**src/rtl/uart_fpga_pkg.sv**
```systemverilog
// Shared types and helpers for the FPGA-side LArPix serial link.
package uart_fpga_pkg;

  typedef enum logic {TX_IDLE, TX_SHIFT} tx_state_t;

  typedef enum logic [1:0] {RX_IDLE, RX_START, RX_DATA, RX_STOP} rx_state_t;

  // Start bit + data bits + stop bit.
  function automatic int frame_bits(input int width);
    return width + 2;
  endfunction

endpackage

```
**src/rtl/uart_fpga_rx_core.sv**
```systemverilog
// Receive path: 2-FF synchronizer, start/data/stop FSM, baud and bit counters, shift register.
// UART_FPGA_PARITY_CHECK_EN enables the odd-parity XOR tree; otherwise parity_ok is tied 1.
module uart_fpga_rx_core
  import uart_fpga_pkg::*;
#(
  parameter int WIDTH        = 64,
  parameter int CLKS_PER_BIT = 4
) (
  input  logic             clk,
  input  logic             reset,
  input  logic             rx_in,
  output logic [WIDTH-2:0] payload,
  output logic             parity_ok,
  output logic             word_valid
);

  localparam int CNT_W = (CLKS_PER_BIT > 2) ? $clog2(CLKS_PER_BIT) : 1;
  localparam int BIT_W = $clog2(WIDTH);
  localparam logic [CNT_W-1:0] CNT_LAST = CNT_W'(CLKS_PER_BIT - 1);
  localparam logic [CNT_W-1:0] CNT_HALF = CNT_W'(CLKS_PER_BIT / 2 - 1);
  localparam logic [BIT_W-1:0] BIT_LAST = BIT_W'(WIDTH - 1);

  rx_state_t        state;
  logic             sync_meta;
  logic             sync_line;
  logic             wait_high;
  logic [CNT_W-1:0] cnt;
  logic [BIT_W-1:0] bit_cnt;
  logic [WIDTH-1:0] shreg;

  always_ff @(posedge clk) begin
    if (reset) begin
      sync_meta  <= 1'b1;
      sync_line  <= 1'b1;
      state      <= RX_IDLE;
      wait_high  <= 1'b0;
      cnt        <= '0;
      bit_cnt    <= '0;
      shreg      <= '0;
      word_valid <= 1'b0;
    end else begin
      sync_meta  <= rx_in;
      sync_line  <= sync_meta;
      word_valid <= 1'b0;
      case (state)
        RX_IDLE: begin
          // After a framing error the line must return high before a new start is accepted.
          if (wait_high) begin
            if (sync_line) wait_high <= 1'b0;
          end else if (!sync_line) begin
            state <= RX_START;
            cnt   <= '0;
          end
        end
        RX_START: begin
          if (cnt == CNT_HALF) begin
            cnt     <= '0;
            bit_cnt <= '0;
            state   <= sync_line ? RX_IDLE : RX_DATA;
          end else begin
            cnt <= cnt + 1'b1;
          end
        end
        RX_DATA: begin
          if (cnt == CNT_LAST) begin
            cnt   <= '0;
            shreg <= {sync_line, shreg[WIDTH-1:1]};
            if (bit_cnt == BIT_LAST) state <= RX_STOP;
            else bit_cnt <= bit_cnt + 1'b1;
          end else begin
            cnt <= cnt + 1'b1;
          end
        end
        RX_STOP: begin
          if (cnt == CNT_LAST) begin
            cnt   <= '0;
            state <= RX_IDLE;
            if (sync_line) word_valid <= 1'b1;
            else wait_high <= 1'b1;
          end else begin
            cnt <= cnt + 1'b1;
          end
        end
        default: state <= RX_IDLE;
      endcase
    end
  end

  assign payload = shreg[WIDTH-2:0];

`ifdef UART_FPGA_PARITY_CHECK_EN
  assign parity_ok = ^shreg;
`else
  assign parity_ok = 1'b1;
`endif

endmodule

```
**src/rtl/uart_fpga_link.sv**
```systemverilog
// FPGA-side LArPix link: posi transmitter FSM plus piso receiver with a one-word holding register.
// Parity checking of received words is enabled by defining UART_FPGA_PARITY_CHECK_EN.
module uart_fpga_link
  import uart_fpga_pkg::*;
#(
  parameter int WIDTH        = 64,
  parameter int CLKS_PER_BIT = 4
) (
  input  logic             clk,
  input  logic             reset,
  input  logic             tx_enable,
  input  logic [WIDTH-1:0] tx_data,
  input  logic             ld_tx_data,
  output logic             tx_out,
  output logic             tx_busy,
  input  logic             rx_in,
  input  logic             uld_rx_data,
  output logic [WIDTH-2:0] rx_data,
  output logic             rx_empty,
  output logic             parity_error
);

  localparam int FRAME = frame_bits(WIDTH);
  localparam int CNT_W = (CLKS_PER_BIT > 2) ? $clog2(CLKS_PER_BIT) : 1;
  localparam int FB_W  = $clog2(FRAME);
  localparam logic [CNT_W-1:0] CNT_LAST = CNT_W'(CLKS_PER_BIT - 1);
  localparam logic [FB_W-1:0]  FB_LAST  = FB_W'(FRAME - 1);

  tx_state_t        tx_state;
  logic             ld_prev;
  logic [WIDTH:0]   tx_shreg;
  logic [CNT_W-1:0] tx_cnt;
  logic [FB_W-1:0]  tx_bit;

  always_ff @(posedge clk) begin
    if (reset) begin
      tx_state <= TX_IDLE;
      tx_out   <= 1'b1;
      tx_busy  <= 1'b0;
      ld_prev  <= 1'b0;
      tx_shreg <= '0;
      tx_cnt   <= '0;
      tx_bit   <= '0;
    end else begin
      ld_prev <= ld_tx_data;
      case (tx_state)
        TX_IDLE: begin
          if (ld_tx_data && !ld_prev && tx_enable) begin
            tx_state <= TX_SHIFT;
            tx_busy  <= 1'b1;
            tx_out   <= 1'b0;
            // Stop bit rides above the data so it falls out after the last data bit.
            tx_shreg <= {1'b1, tx_data};
            tx_cnt   <= '0;
            tx_bit   <= '0;
          end
        end
        TX_SHIFT: begin
          if (tx_cnt == CNT_LAST) begin
            tx_cnt <= '0;
            if (tx_bit == FB_LAST) begin
              tx_state <= TX_IDLE;
              tx_busy  <= 1'b0;
              tx_out   <= 1'b1;
            end else begin
              tx_out   <= tx_shreg[0];
              tx_shreg <= {1'b0, tx_shreg[WIDTH:1]};
              tx_bit   <= tx_bit + 1'b1;
            end
          end else begin
            tx_cnt <= tx_cnt + 1'b1;
          end
        end
        default: tx_state <= TX_IDLE;
      endcase
    end
  end

  logic [WIDTH-2:0] payload;
  logic             parity_ok;
  logic             word_valid;

  uart_fpga_rx_core #(
    .WIDTH        (WIDTH),
    .CLKS_PER_BIT (CLKS_PER_BIT)
  ) u_rx (
    .clk        (clk),
    .reset      (reset),
    .rx_in      (rx_in),
    .payload    (payload),
    .parity_ok  (parity_ok),
    .word_valid (word_valid)
  );

  // A new word always wins over an unload in the same cycle, and overwrites an unread one.
  always_ff @(posedge clk) begin
    if (reset) begin
      rx_data      <= '0;
      rx_empty     <= 1'b1;
      parity_error <= 1'b0;
    end else if (word_valid) begin
      rx_data      <= payload;
      rx_empty     <= 1'b0;
      parity_error <= ~parity_ok;
    end else if (uld_rx_data) begin
      rx_empty <= 1'b1;
    end
  end

endmodule

```
**config.mk**
```make
export PLATFORM = sky130hd
export DESIGN_NAME = uart_fpga_link
export DESIGN_NICKNAME = d
export VERILOG_FILES = /design/src/rtl/uart_fpga_pkg.sv /design/src/rtl/uart_fpga_rx_core.sv /design/src/rtl/uart_fpga_link.sv
export SDC_FILE = /design/constraint.sdc
export NUM_CORES = 1
export LEC_CHECK = 0
export CAP_MARGIN = 20
export CORE_MARGIN = 2
export CORE_UTILIZATION = 26
export CTS_CLUSTER_DIAMETER = 50
export DETAILED_ROUTE_END_ITERATION = 6
export GPL_TIMING_DRIVEN = 0
export HOLD_SLACK_MARGIN = 0.15
export PLACE_DENSITY = 0.55
export SETUP_SLACK_MARGIN = 0.5
export SYNTH_ARGS = -nofsm -noshare
export SYNTH_HDL_FRONTEND = slang
export SYNTH_HIERARCHICAL = 1
export SYNTH_SLANG_ARGS = --single-unit
```
**constraint.sdc**
```tcl
create_clock -name clk -period 2.18 [get_ports clk]
set_clock_uncertainty 0.2 [all_clocks]
set_input_delay 0.218 -clock clk [delete_from_list [all_inputs] [get_ports clk]]
set_output_delay 0.218 -clock clk [all_outputs]
set_load 0.01 [all_outputs]
```
* After elaboration in Yosys (flattened, before gate mapping)
Cells that the tools add are included.
Storage, ports and cells: RAM bits 0, memory bits (read-only) 0, bits in registers 220, logic and storage cells 109, memories 0, latch bits 0
Cells by class: reduce and logical (&&, ||, !) cells 17, equal/unequal tests 20, $mul 0, add/subtract/negate cells 4, shift-type cells 0, muxes and demuxes 48, divide/modulo/power cells 0, bitwise gates (word level) 3, order comparisons 0
Operators with widths (count):
- two-way mux 65 bit | 3
- one-hot mux 65 bit (2 select lines) | 1
- two-way mux 2 bit | 13
- two-way mux 7 bit | 3
- two-way mux 6 bit | 3
- two-way mux 1 bit | 16
- one-hot mux 7 bit (2 select lines) | 1
- inequality test 2 x 1 -> 1 bit (second input constant) | 6
- inequality test 2 bit (second input constant) | 6
- one-hot mux 6 bit (2 select lines) | 1
- AND reduction 3 bit | 3
- == test 2 bit (second input constant) | 4
- one-hot mux 1 bit (2 select lines) | 4
- one-hot mux 2 bit (4 select lines) | 1
- adder 7 x 1 -> 7 bit (second input constant) | 1
- == test 7 bit (second input constant) | 1
- adder 6 x 1 -> 6 bit (second input constant) | 1
- == test 6 bit (second input constant) | 1
- one-hot mux 2 bit (3 select lines) | 1
- AND reduction 2 bit | 3
- AND reduction 6 bit | 1
- nonzero test 2 bit | 3
- adder 2 x 1 -> 2 bit (second input constant) | 2
- == test 2 x 1 -> 1 bit (second input constant) | 2
- other kinds (8) | 11

* Depth between registers and ports, before layout
Gate-level depths: netlist (run 1).
depth in word-level cells 5, mapped depth 7

* By module
Netlist (run 1), hierarchy kept.
By module, submodules not included:
- uart_fpga_link | area each 6188.4 um^2, sequential area each 2862.7 um^2, instances 1, cells an instance 578
- uart_fpga_rx_core | area each 3369.5 um^2, sequential area each 1561.5 um^2, instances 1, cells an instance 422

* Worst setup path after synthesis (run 1)
OpenSTA, ideal clock, no wires.
path type register to register, from register tx_bit[1], to register tx_bit[3], required time 1.863 ns, data arrival time 1.476 ns, path slack 0.387 ns, stages on the path, launching flop included 8, period minus slack after synthesis 1.793 ns, cells stage by stage dfxtp_1 > inv_1 > ha_1 > nor2b_1 > a21oi_4 > buf_2 > o21ai_0 > a32o_1
Between the ends: word-level cells in the longest chain between the ends 4, elaborated cells on any way between the ends 7, classes of those cells 1 x add/sub; 2 x eq/ne; 3 x mux; 1 x reduce/logical
RTL lines:
- from (decl) | RTL line uart_fpga_link.sv:33 | logic [FB_W-1:0] tx_bit;
- from (signal assigned) | RTL line uart_fpga_link.sv:68 | tx_bit <= tx_bit + 1'b1;
- adder 7 x 1 -> 7 bit | RTL line uart_fpga_link.sv:68
- two-way mux 7 bit | RTL line uart_fpga_link.sv:61 | if (tx_bit == FB_LAST) begin
- two-way mux 7 bit | RTL line uart_fpga_link.sv:59 | if (tx_cnt == CNT_LAST) begin
- one-hot mux 7 bit (2 select lines) | RTL line uart_fpga_link.sv:46 | case (tx_state)
Several ways; a longest one is shown, not always the timed one. The select of a mux whose other input is x is not followed. A chain may end at the register's enable or synchronous reset.

* Final worst setup path (run 1)
from register tx_bit[4], to register tx_shreg[53]
Between the ends: word-level cells in the longest chain between the ends 3
RTL lines:
- == test 7 bit | RTL line uart_fpga_link.sv:61
- inequality test 2 bit (no source line)
- AND reduction 3 bit (no source line)
- to (signal assigned) | RTL line uart_fpga_link.sv:53 | tx_shreg <= {1'b1, tx_data};
- to (signal assigned) | RTL line uart_fpga_link.sv:67 | tx_shreg <= {1'b0, tx_shreg[WIDTH:1]};
- to (decl) | RTL line uart_fpga_link.sv:31 | logic [WIDTH:0] tx_shreg;
Every way passes these cells.

==> run_results.csv, run 1 <==
group,metric,value,unit
worst_setup_path,reg2reg_depth,8,
cts,clk_pin_slew,0.05,ns
worst_setup_path,path_common_cell,"buf_12",
worst_setup_path,startpoint_type,"register",
timing,slew_headroom,49.9,%
place,dpl_cell_area,11500,µm²
place,dp_cells,1603,
final_layout,drive_gt1_share,36.5,%
routing,vias,7870,
timing,min_period,1.89,ns
place,hpwlAfterDp,16400,µm
worst_setup_path,cp_max_fo,5,
cts,h-tree-depth,2,
timing,fmax,530,MHz
routing,viasPerCell,4.55,
worst_setup_path,reg2reg_to,"tx_shreg[53]$_SDFFE_PP0P_",
synth,syn_nets,1077,
timing,min_period_over_period,86.6,%
timing,finalSetupViolCount,0,
synth,synth_top_flop_cell,"dfxtp_1",
place,post-place-ws,-0.0857,ns
cts,insertion_delay,0.50,ns
final_layout,final_common_cell,"dfxtp_1",
synth,syn-instance-count,1000,
global_route,grt_max_degree,13,
place,numPortBuffers,135,
floorplan,die_area,38300,µm²
timing,maxSlewViolCount,0,
cts,cts_tree,"built",
final_layout,n_fill_cell,3489,
routing,drc_errors,0,
job,cap_violations,0,
floorplan,core-area,36400,µm²
cts,cts_root_buf,"clkbuf_16",
worst_setup_path,worstPathCellList,"nor4b_4 -> buf_4 -> a21oi_4 -> buf_12 -> buf_12 -> clkbuf_16 -> nor3_4 -> a211oi_2",
pwr,static-leakage-power,5.91,nW
routing,final_antenna_net_count,0,
worst_setup_path,critPathKind,"register to register",
floorplan,io_pins,137,
final_layout,num_antenna_cells,0,
routing,first_iter_violations,283,
cts,cts_buffers,35,
min_path,hold_class,"input port to register",
synth,yosys_register_bits,221,
global_route,antenna_found_initial,0,
pwr,pwr_density_cell,737,nW/µm²
synth,muxShareOfSynthArea,13.6,%
synth,ys_async_sr_fraction,0,%
worst_setup_path,crit_path_top_delay_cell,"dfxtp_4",
global_route,grt-ovfl-total,0,
synth,synth_compound_area_share,14.9,%
synth,netlist_area,9560,µm²
min_path,hold_path_depth,3,
worst_setup_path,max_stage_delay,0.35,ns
floorplan,die_h,196,µm
synth,synth_top_family_by_area,"compound AO/OA/AOI/OAI gates",
floorplan,die_x,196,µm
worst_setup_path,arrival,2.04,ns
place,place_congestion,0.765,
worst_setup_path,rrSetupSlack,0.29,ns
final_layout,finalNonFillerCells,1731,
final_layout,mostFrequentLayoutCells,"dfxtp_1 (210), mux2i_1 (130), nand2_1 (117), buf_4 (97), nor2_1 (77)",
routing,wl_per_cell,15.6,µm
synth,synth-xor-area-share,0.0916,%
synth,synth_simple_gate_area_share,14.7,%
final_layout,nets,1314,
routing,first_pass_iters,4,
routing,wl,27000,µm
cts,cts.sinks,221,
synth,yosysUniqueCellTypes,49,
floorplan,start_util,26.2,%
final_layout,syn_to_final_growth,58.4,%
min_path,min_to,"tx_out$_SDFFE_PP1P_",
outcome,status,"complete, no violations",
final_layout,post-route-util,41.5,%
timing,holdWs,0.173,ns
timing,fin_ws,0.292,ns
pwr,peakVddDrop,0.000464,V
synth,synth_area_per_cell,9.56,µm²
global_route,grt_util_all_layers,13.5,%
final_layout,fin_area,15100,µm²
worst_setup_path,r2r-start,"tx_bit[4]$_SDFFE_PP0P_",
global_route,grt_pass1_vias,7731,
timing,worstMarginPinSlew,0.751,ns
timing,grt_setup_unrepaired,"true",
timing,hold_viol_final,0,
worst_setup_path,endpoint_kind,"register",
worst_setup_path,cpLargestDelayFamily,"buffers and inverters",
worst_setup_path,cp.required,2.33,ns
synth,synth-warning-count,6,
global_route,grt_pass1_wl,41900,µm
worst_setup_path,path_buf_inv,4,
synth,synthAdderAreaFrac,0.916,%
synth,synth_edf_count,0,
min_path,hold_start,"reset",
floorplan,num_rows,70,
synth,synth-seq-area-share,46.3,%
cts,clock_path_buffers,3,
[area by class of cell]
| class | instances | area, µm² | area share (%) |
|---|---|---|---|
| well taps | 468 | 586 | 3.87 |
| repair buffers | 198 | 2230 | 14.7 |
| clock inverters | 20 | 298 | 1.97 |
| inverters | 10 | 40.0 | 0.265 |
| multi-input cells | 629 | 5340 | 35.3 |
| clock buffers | 43 | 977 | 6.46 |
| plain buffers | 142 | 1220 | 8.08 |
| flip-flops and latches | 221 | 4450 | 29.4 |
[metal layers]
layer	wire [µm]	global-route usage, %
met1	12000	17.3
met2	13300	22.8
met3	1290	2.99
met4	486	3.70
met5	0	0
[registers in the layout (all words and copies together) (netlist names), 2 cells and up, named ones only]
signal	count
u_rx/bit_cnt	6
u_rx/shreg	64
tx_cnt	2
rx_data	63
tx_bit	7
tx_shreg	65
u_rx/cnt	2
[repair_timing]
item	CTS	global route
gates cloned	14	8
setup endpoints to repair	251	162
hold buffers	4	0
gates resized for setup	281	149
pin swaps	33	48
endpoints found under the hold margin	3	0
buffers inserted	30	9
[kinds of logic (layout without fill, tap and decap cells)]
family | after synthesis | in the layout
flip-flops | 221 | 221
buffers and inverters | 152 | 413
XOR/XNOR | 1 | 1
AND/OR/NAND/NOR | 317 | 318
adder cells (fa/ha/maj) | 7 | 7
AO/OA/AOI/OAI | 171 | 172
multiplexers | 130 | 130
other | 1 | 1
[metrics by stage]
stage,setup TNS [ns],power (mW)
2_1_floorplan,0,4.71
3_3_place_gp,-1.02,4.94
3_5_place_dp,-3.45,4.95
4_1_cts,0,11.3
5_1_grt,0,11.6
6_report,0,11.2
[cell usage after synthesis (3+ instances only)]
| master | count | area (µm²) |
|---|---|---|
| clkbuf_1 | 43 | 161 |
| o21ai_0 | 12 | 60.1 |
| or3_1 | 5 | 31.3 |
| buf_2 | 21 | 105 |
| inv_1 | 10 | 37.5 |
| nor2_1 | 77 | 289 |
| a211oi_2 | 60 | 751 |
| buf_6 | 6 | 67.6 |
| nor3_1 | 67 | 335 |
| a31oi_1 | 3 | 18.8 |
| dfxtp_1 | 221 | 4420 |
| nand3_1 | 9 | 45.0 |
| buf_4 | 71 | 533 |
| a21oi_1 | 71 | 355 |
| nand2_1 | 137 | 514 |
| or2_2 | 4 | 25.0 |
| mux2i_1 | 130 | 1300 |
| a211oi_1 | 6 | 45.0 |
| a32o_1 | 3 | 30.0 |
| nand2b_1 | 4 | 25.0 |
| nor2b_1 | 4 | 25.0 |
| ha_1 | 7 | 87.6 |
[tightest hold or removal path, cell delays in order]
cell and delay [ns]:
clkbuf_1 0.34, a41oi_1 0.17, nand3_1 0.10
[report_power, final]
group | leakage (nW) | switching [mW] | internal (mW)
Clock | 0.613 | 2.07 | 3.94
Sequential | 1.80 | 0.0865 | 4.13
Combinational | 3.50 | 0.425 | 0.504
Total | 5.91 | 2.59 | 8.57
[how the worst max path moves through the flow]
stage,startpoint,endpoint,slack (ns),depth (start not counted)
6_report,tx_bit[4]$_SDFFE_PP0P_,tx_shreg[53]$_SDFFE_PP0P_,0.29,8
5_1_grt,tx_bit[4]$_SDFFE_PP0P_,tx_shreg[53]$_SDFFE_PP0P_,0.26,8
4_1_cts,tx_cnt[0]$_SDFFE_PP0P_,tx_shreg[47]$_SDFFE_PP0P_,0.30,7
3_5_place_dp,ld_tx_data,tx_shreg[18]$_SDFFE_PP0P_,-0.09,7
3_3_place_gp,ld_tx_data,tx_shreg[18]$_SDFFE_PP0P_,-0.06,7
2_1_floorplan,tx_bit[1]$_SDFFE_PP0P_,tx_bit[3]$_SDFFE_PP0P_,0.49,7
Note: power is estimated with default switching activity, not from simulation.
==> inputs of run 2 (changes only) <==
--- a/config.mk
+++ b/config.mk
@@ -14,6 +14,7 @@
 export HOLD_SLACK_MARGIN = 0.15
 export PLACE_DENSITY = 0.55
 export SETUP_SLACK_MARGIN = 0.5
+export SKIP_LAST_GASP = 1
 export SYNTH_ARGS = -nofsm -noshare
 export SYNTH_HDL_FRONTEND = slang
 export SYNTH_HIERARCHICAL = 1
==> results of run 2 <==
Same layout as run 1: the final DEF is identical, and so are final timing and power.
==> inputs of run 3 (changes only) <==
--- a/config.mk
+++ b/config.mk
@@ -12,6 +12,7 @@
 export DETAILED_ROUTE_END_ITERATION = 6
 export GPL_TIMING_DRIVEN = 0
 export HOLD_SLACK_MARGIN = 0.15
+export MAX_ROUTING_LAYER = met4
 export PLACE_DENSITY = 0.55
 export SETUP_SLACK_MARGIN = 0.5
 export SKIP_LAST_GASP = 1
==> run_results.csv, run 3 (synthesis gave the netlist of run 1 again) <==
group,metric,value,unit
pwr,peakVddDrop,0.000496,V
final_layout,largest_reg_flops,65,
final_layout,num_antenna_cells,0,
floorplan,die_h,196,µm
cts,cts.sinks,221,
global_route,antenna_found_initial,0,
routing,first_iter_violations,249,
final_layout,drive_gt1_share,34.7,%
global_route,grt_util_all_layers,13.9,%
global_route,grt_pass1_vias,7730,
routing,wl_per_cell,15.5,µm
timing,min_period,1.90,ns
routing,wl,26900,µm
global_route,grt_pass1_wl,42000,µm
worst_setup_path,arrival,2.04,ns
worst_setup_path,startpoint_type,"register",
final_layout,regMostFlops,"tx_shreg",
final_layout,mostFrequentLayoutCells,"dfxtp_1 (210), nand2_1 (130), mux2i_1 (130), buf_4 (97), nor2_1 (77)",
routing,first_pass_iters,5,
worst_setup_path,worstSetupStartpoint,"tx_bit[4]$_SDFFE_PP0P_",
timing,worstMarginPinSlew,0.776,ns
outcome,status,"complete, no violations",
pwr,pwr_density_cell,743,nW/µm²
floorplan,num_rows,70,
final_layout,n_fill_cell,3505,
worst_setup_path,reg2reg_to,"tx_shreg[53]$_SDFFE_PP0P_",
timing,holdWs,0.177,ns
min_path,hold_class,"input port to register",
final_layout,final_common_cell,"dfxtp_1",
cts,h-tree-depth,2,
timing,fin_ws,0.284,ns
cts,clk_pin_slew,0.05,ns
final_layout,syn_to_final_growth,57.0,%
routing,viasPerCell,4.55,
global_route,grt-ovfl-total,0,
timing,slew_headroom,48.3,%
worst_setup_path,crit_path_end,"tx_shreg[53]$_SDFFE_PP0P_",
place,post-place-ws,-0.0857,ns
worst_setup_path,cp_max_fo,5,
timing,min_period_over_period,87.0,%
routing,final_antenna_net_count,0,
floorplan,die_area,38300,µm²
cts,cts_buffers,35,
routing,drc_errors,0,
place,place_congestion,0.775,
place,hpwlAfterDp,16400,µm
timing,finalSetupTns,0,ns
floorplan,die_x,196,µm
worst_setup_path,critPathKind,"register to register",
floorplan,core-area,36400,µm²
floorplan,start_util,26.2,%
timing,hold_viol_final,0,
routing,vias,7879,
floorplan,io_pins,137,
timing,grt_setup_unrepaired,"true",
pwr,static-leakage-power,5.68,nW
min_path,hold_path_depth,3,
timing,fmax,527,MHz
global_route,grt_max_degree,13,
worst_setup_path,cp.required,2.33,ns
cts,insertion_delay,0.50,ns
worst_setup_path,reg2reg_depth,8,
job,cap_violations,0,
final_layout,nets,1314,
timing,finalSetupViolCount,0,
timing,maxSlewViolCount,0,
worst_setup_path,rrSetupSlack,0.28,ns
cts,cts_root_buf,"clkbuf_16",
cts,cts_tree,"built",
cts,clock_path_buffers,3,
worst_setup_path,r2r-start,"tx_bit[4]$_SDFFE_PP0P_",
final_layout,reg.largest.list,"tx_shreg (65), u_rx/shreg (64), rx_data (63)",
place,numPortBuffers,135,
worst_setup_path,endpoint_kind,"register",
pwr,power,11.2,mW
==> run 3: cell count changes in the layout (fill, tap and decap cells not counted), sizes merged <==
cell,before,now
clkbuf,102,101
buf,142,143
==> run 3: layout make-up <==
class,count,area [µm²],share of cell area [%]
clock inverters,20,298,1.98
flip-flops and latches,221,4450,29.6
clock buffers,43,977,6.51
multi-input cells,629,5200,34.6
inverters,10,40.0,0.267
repair buffers,198,2240,14.9
well taps,468,586,3.90
plain buffers,142,1220,8.15
==> run 3: what timing repair did <==
item / 4_1_cts / 5_1_grt
setup endpoints to repair: 251 / 162
hold endpoints to repair: 3 / 0
pin swaps: 33 / 26
resized for setup: 281 / 113
gates cloned: 14 / 8
buffers inserted: 30 / 9
hold buffers: 4 / 0
==> run 3: power by group <==
part	total [mW]	internal, mW	switching, mW
Combinational	0.926	0.504	0.422
Sequential	4.22	4.13	0.0869
Clock	6.01	3.94	2.07
==> run 3: how the worst min path moves through the flow <==
stage / slack (ns) / endpoint / startpoint
after floorplan: 0.12 / u_rx/sync_meta$_SDFF_PP1_ / rx_in
after global placement: 0.19 / u_rx/sync_line$_SDFF_PP1_ / u_rx/sync_meta$_SDFF_PP1_
after detailed placement: 0.20 / u_rx/sync_line$_SDFF_PP1_ / u_rx/sync_meta$_SDFF_PP1_
final: 0.18 / tx_out$_SDFFE_PP1P_ / reset
after CTS: 0.17 / tx_shreg[23]$_SDFFE_PP0P_ / tx_data[23]
after global routing: 0.18 / tx_shreg[3]$_SDFFE_PP0P_ / tx_data[3]
==> run 3: worst max-delay path: stages, from the launching register on <==
cell and delay, ns:
dfxtp_4 0.35, nor4b_4 0.30, buf_4 0.18, a21oi_4 0.08
buf_12 0.15, buf_12 0.13, clkbuf_16 0.16, nor3_4 0.13
a211oi_2 0.07
==> run 3: routing by layer <==
| layer | vias to the layer above | wire (µm) | GRT usage (%) |
|---|---|---|---|
| li1 | 3927 | - | - |
| met1 | 3747 | 11900 | 17.4 |
| met2 | 159 | 13100 | 22.8 |
| met3 | 46 | 1320 | 2.85 |
| met4 | 0 | 521 | 3.70 |
| met5 | - | 0 | - |
==> run 3: stage by stage <==
| stage | utilization (%) | cell area (µm²) | cells |
|---|---|---|---|
| after floorplan | - | 9590 | 1000 |
| after global placement | 31.6 | 11500 | 1603 |
| after detailed placement | 31.6 | 11500 | 1603 |
| after CTS | 39.4 | 14300 | 1714 |
| after global routing | 41.2 | 15000 | 1731 |
| final | 41.2 | 15000 | 1731 |
